<file path="src/rtl/serial_pattern_pkg.sv">
// Shared definitions for the serial bit-stream blocks: FSM state encoding
// and the parameter legality check every serial-stream block applies.
package serial_pattern_pkg;

   typedef enum logic [1:0] {
      IDLE  = 2'b00,
      SHIFT = 2'b01,
      GAP   = 2'b10
   } state_t;

   function automatic bit paramsLegal(input int width, input int gap);
      return (width >= 2) && (gap >= 0);
   endfunction

endpackage

</file>
<file path="src/rtl/serial_pattern_tx_if.sv">
// Frame handshake and serial-output bundle between a pattern source and its user.
interface serial_pattern_tx_if #(
   parameter int WIDTH = 8
);

   logic             start;
   logic [WIDTH-1:0] data;
   logic             ready;
   logic             out;
   logic             busy;
   logic             last;

   modport master (output start, data, input ready, out, busy, last);
   modport slave  (input start, data, output ready, out, busy, last);

endinterface

</file>
<file path="src/rtl/serial_pattern_tx.sv">
// Serial pattern transmitter: shifts a captured WIDTH-bit frame out MSB first,
// then drives GAP zero bits before accepting the next frame.
module serial_pattern_tx
   import serial_pattern_pkg::*;
#(
   parameter int WIDTH = 8,
   parameter int GAP   = 2
) (
   input logic                clk,
   input logic                reset,
   serial_pattern_tx_if.slave bus
);

   localparam int BitCntW    = $clog2(WIDTH);
   localparam int GapCntW    = (GAP < 1) ? 1 : $clog2(GAP + 1);
   localparam int GapLastInt = (GAP > 0) ? GAP - 1 : 0;
   localparam logic [BitCntW-1:0] BitLast = BitCntW'(WIDTH - 1);
   localparam logic [GapCntW-1:0] GapLast = GapCntW'(GapLastInt);

   if (!paramsLegal(WIDTH, GAP)) begin : gBadParams
      $error("serial_pattern_tx: WIDTH must be >= 2 and GAP >= 0");
   end

   state_t             state_q, state_d;
   logic [WIDTH-1:0]   shiftReg_q, shiftReg_d;
   logic [BitCntW-1:0] bitCnt_q, bitCnt_d;
   logic [GapCntW-1:0] gapCnt_q, gapCnt_d;

   // The local GAP parameter hides the enum literal, hence the scoped name.
   always_comb begin
      state_d    = state_q;
      shiftReg_d = shiftReg_q;
      bitCnt_d   = bitCnt_q;
      gapCnt_d   = gapCnt_q;
      case (state_q)
         IDLE: begin
            if (bus.start) begin
               state_d    = SHIFT;
               shiftReg_d = bus.data;
               bitCnt_d   = '0;
            end
         end
         SHIFT: begin
            shiftReg_d = shiftReg_q << 1;
            if (bitCnt_q == BitLast) begin
               state_d  = (GAP > 0) ? serial_pattern_pkg::GAP : IDLE;
               gapCnt_d = '0;
            end else begin
               bitCnt_d = bitCnt_q + BitCntW'(1);
            end
         end
         serial_pattern_pkg::GAP: begin
            if (gapCnt_q == GapLast) begin
               state_d  = IDLE;
               gapCnt_d = '0;
            end else begin
               gapCnt_d = gapCnt_q + GapCntW'(1);
            end
         end
         default: state_d = IDLE;
      endcase
   end

   always_ff @(posedge clk) begin
      if (reset) begin
         state_q    <= IDLE;
         shiftReg_q <= '0;
         bitCnt_q   <= '0;
         gapCnt_q   <= '0;
      end else begin
         state_q    <= state_d;
         shiftReg_q <= shiftReg_d;
         bitCnt_q   <= bitCnt_d;
         gapCnt_q   <= gapCnt_d;
      end
   end

   // Outputs decode registered state only, so start/data never reach them combinationally.
   assign bus.ready = (state_q == IDLE);
   assign bus.busy  = (state_q == SHIFT) || (state_q == serial_pattern_pkg::GAP);
   assign bus.out   = (state_q == SHIFT) && shiftReg_q[WIDTH-1];
   assign bus.last  = (state_q == SHIFT) && (bitCnt_q == BitLast);

endmodule
</file>
<file path="src/flat_wrapper.sv">
// flat-port wrapper written by rule: the top's interface ports become plain ports
module serial_pattern_tx_flat import serial_pattern_pkg::*;
#(
   parameter int WIDTH = 8,
   parameter int GAP   = 2
)
  (clk, reset, bus_start, bus_data, bus_ready, bus_out, bus_busy, bus_last);
  serial_pattern_tx_if #(.WIDTH(WIDTH)) bus_i ();
  input logic clk;
  input logic reset;
  input wire logic [$bits(bus_i.start)-1:0] bus_start;
  input wire logic [$bits(bus_i.data)-1:0] bus_data;
  output wire logic [$bits(bus_i.ready)-1:0] bus_ready;
  output wire logic [$bits(bus_i.out)-1:0] bus_out;
  output wire logic [$bits(bus_i.busy)-1:0] bus_busy;
  output wire logic [$bits(bus_i.last)-1:0] bus_last;
  assign bus_i.start = bus_start;
  assign bus_i.data = bus_data;
  assign bus_ready = bus_i.ready;
  assign bus_out = bus_i.out;
  assign bus_busy = bus_i.busy;
  assign bus_last = bus_i.last;
  serial_pattern_tx #(.WIDTH(WIDTH), .GAP(GAP)) u_core (.clk(clk), .reset(reset), .bus(bus_i));
endmodule
</file>
<file path="config.mk">
export PLATFORM = sky130hd
export DESIGN_NAME = serial_pattern_tx_flat
export DESIGN_NICKNAME = d
export VERILOG_FILES = /design/src/rtl/serial_pattern_pkg.sv /design/src/rtl/serial_pattern_tx_if.sv /design/src/rtl/serial_pattern_tx.sv /design/src/flat_wrapper.sv
export SDC_FILE = /design/constraint.sdc
export NUM_CORES = 1
export LEC_CHECK = 0
export CORE_UTILIZATION = 35
export CTS_CLUSTER_SIZE = 24
export DETAILED_ROUTE_END_ITERATION = 10
export DONT_BUFFER_PORTS = 1
export SLEW_MARGIN = 20
export SYNTH_ARGS = -nofsm -noshare
export SYNTH_HDL_FRONTEND = slang
export SYNTH_SLANG_ARGS = --single-unit
</file>
<file path="constraint.sdc">
create_clock -name clk -period 1.7 [get_ports clk]
set_input_delay 0.17 -clock clk [delete_from_list [all_inputs] [get_ports clk]]
set_output_delay 0.17 -clock clk [all_outputs]
set_load 0.01 [all_outputs]
</file>
==> results.md <==
- Largest net degree at the start of global routing: 19
- Sw power: slightly below 0.0006 W
- Syn Area/Cell: 10.11 um2
- Most used cell, CP: buf_4
- Max Cap Viol: 0
- Ratio of cells with drive above 1 in the final layout: 21.59%
- Final Critical Period: 1.606 ns
- Clock Power Share: 14.2%
- Ys async rst share: 0%
- Distinct cell type count after synthesis: 24
- Cells along the critical path: inv_1 -> ha_2 -> buf_4 -> and2_4 -> buf_4
- GP Congestion: 0.6312
- Slew HR: 58.08%
- Req. time, crit path: around 1.5 ns
- Tightest Hold Check Type: input pin to flip-flop
- RSZ-0062 raised after global routing: no
- Max VDD drop: 0.8906 mV
- CTS Buf Count: 3
- Syn Nets: 103
- Largest cells by area after synthesis: dfxtp_1 35%, mux2i_1 13%, a211oi_2 10%
- Reg2reg setup slack: 0.10 ns
- Final setup vio count: 0
- Via/cell ratio: 4.940
- Worst setup SP type: flip-flop
- Top cell type's share of synthesized area: 34.93%
- Initial antenna violation count: 0
- Routed vias: between 500 and 600
- Internal cell power: 0.0008747 W
- Met1 GRT Util: 14.90%
- Synthesized flop and latch total: 15
- CTS sink count: 15
- Worst-Margin Slew: 0.6267 ns
- Place WS: approximately 0.15 ns
- CTS tree: done
- # port buffers: 0
- Outcome: complete, no violations
- First-pass GRT wire length: 2.408 mm
- Gr ovfl total: 0
- Post-synthesis sequential area ratio: 34.93%
- Chip Height: 51.56 um
- Hold Path End: u_core.state_q[0]
- Yosys Warn Count: 0
- Met2 Resource Use GR: 19.48%
- Overall Global Routing Usage: 12.12%
- Boundary pin count: 15
- Ant diodes: 0
- Cell depth of the worst flop-to-flop path: 5
- Mapped Cells: between 80 and 90
- Main synth FF type: dfxtp_1
- Yosys top cell by area: dfxtp_1
- Area delta synth->final: 6.405%
- Crit path kind: flip-flop to output pin
- Setup crit end kind: output pin
- Vias in the first global route: 580
- CTS root buffer: clkbuf_4
- Die Area: 0.002658 mm2
- Crit path buf inv count: 3
- DR WL/cell: 12.01 um
- CP Max Fanout: 10
- Reg-to-reg endpoint: u_core.shiftReg_q[3]
- Iteration-0 DRC Markers: 4
- Residual DRC count: 0
- Clock Path Buffers: 2
- Worst-path clk slew: 0.09 ns
- Final period util: 94.46%
- DR pass1 iterations: 3
- Leakage Power: 0.3632 nW
- F_max: about 620 MHz
- Nets: roughly 110
- Comb pwr share: 51.1%
- Net Sw Frac: between 30% and 40%
- Clock latency on the worst-skew pair: 0.29 ns
- Final worst slack: 0.09424 ns
- FP Rows: 17
- Clock skew: 0.005111 ns
- CP max stage cell: dfxtp_1
- Hold_sp: reset
- Sequential power share: 34.7%
- Power per cell area: around 1600 mW/mm2
- Total number of H-tree levels: 1
- Critical path's largest stage delay: 0.33 ns
- Worst Hold Depth: 2
- WL final: around 1.4 mm
- TNS Setup: 0 ns
- Core Area: 0.002255 mm2
- Met3 usage: ~5.3%
- Cell family with most CP delay: buffers and inverters
- RR Startpoint: u_core.state_q[0]
- Post-Syn Area: 859.6 um2
- Fin. Hold Viols: 0
- Dpl hpwl: 1.040 mm
- Detail Route Antenna Nets: 0
- GR peak layer: met2
- Initial core utilization: 38.12%
- Number of synthesized flops with an enable pin: 0
- Chip width: ~52 um
- Pins Over Slew Limit: 0
- Final Power: 0.001456 W
- CP arrival: 1.44 ns
[synthesized netlist by cell type (all sizes together), types with 2 or more instances]
master	n
nand2	2
a211oi	7
ha	7
mux2i	11
nand3	2
a21oi	5
nand3b	2
and2	2
nor2	8
nor2b	2
inv	3
dfxtp	15
buf	4
nand2b	5
o21ai	3
[worst max path at each step]
stage,startpoint,end,slack [ns],depth (start not counted)
global route,u_core.state_q[0],u_core.shiftReg_q[2],0.01,5
global placement,u_core.state_q[0],u_core.shiftReg_q[4],0.19,5
detailed placement,u_core.state_q[0],u_core.shiftReg_q[5],0.15,5
finish,u_core.state_q[1],bus_last,0.09,5
floorplan,u_core.state_q[0],u_core.bitCnt_q[1],0.23,6
CTS,u_core.state_q[1],bus_last,0.02,5
[layout make-up]
| cell class | instances | area [um2] |
|---|---|---|
| clock buffers | 3 | 22.52 |
| clock inverters | 1 | 5.005 |
| flip-flops and latches | 15 | 300.3 |
| well taps | 28 | 35.03 |
| repair buffers | 4 | 32.53 |
| multi-input cells | 62 | 508.0 |
| fillers | 243 | 1340 |
| inverters | 3 | 11.26 |
[state kept, by name, summed over array words and instances (netlist names)]
register / cells
u_core.bitCnt_q: 3
u_core.gapCnt_q: 2
u_core.shiftReg_q: 8
u_core.state_q: 2
[stage by stage]
stage | area, um2 | std cells | util, % | hold slack [ns]
finish | 914.6 | 116 | 40.57 | 0.04520
global route | 914.6 | 116 | 40.57 | 0.03002
CTS | 912.1 | 116 | 40.46 | 0.04705
detailed placement | 872.1 | 111 | 38.68 | 0.2386
global placement | 872.1 | 111 | 38.68 | 0.2376
floorplan | 859.6 | 85 | - | 0.3343
[per-layer routing]
metal  share of wire [%]  routed length, um  vias to the layer above
met5                   0                  0                        -
met4                0.86                 12                        0
met3                 8.3                115                        2
met2                  44                608                       15
met1                  47                657                      255
li1                    -                  -                      301
[cells in the final DEF, fill, tap and decap left out, types with 2 or more instances in the layout]
master    synthesis  routed
dfxtp_1          15      15
mux2i_1          11      11
nor2_1            8       8
a211oi_2          7       7
ha_1              7       6
a21oi_1           5       5
nand2b_1          5       5
inv_1             3       3
o21ai_0           3       3
clkbuf_4          0       3
buf_4             0       3
nand2_1           2       2
nand3b_1          2       2
nor2b_1           2       2
nand3_1           2       2
[logic make-up after synthesis]
group           count (synthesis)  synth area share, %
mux                            12                14.56
fa+ha+maj                       7                10.19
buf+inv                         8                6.550
compound gates                 16                16.59
simple gates                   27                17.18
flops                          15                34.93
[power by group through the flow]
stage | logic [W] | clock network (W) | registers (W)
2_1_floorplan | 0.000706 | 0 | 0.000498
4_1_cts | 0.000752 | 0.000214 | 0.000507
3_5_place_dp | 0.000736 | 0 | 0.000515
6_report | 0.000743 | 0.000207 | 0.000505
5_1_grt | 0.000828 | 0.000231 | 0.000520
3_3_place_gp | 0.000726 | 0 | 0.000512
[timing repair]
action | in CTS | in global routing
hold buffers | 1 | 0
resized for setup | 1 | 1
hold endpoints to repair | 13 | 0
setup endpoints to repair | 1 | 1
gates cloned | 0 | 0
buffers inserted | 0 | 0
No activity file was read; power rests on OpenSTA's default activity.
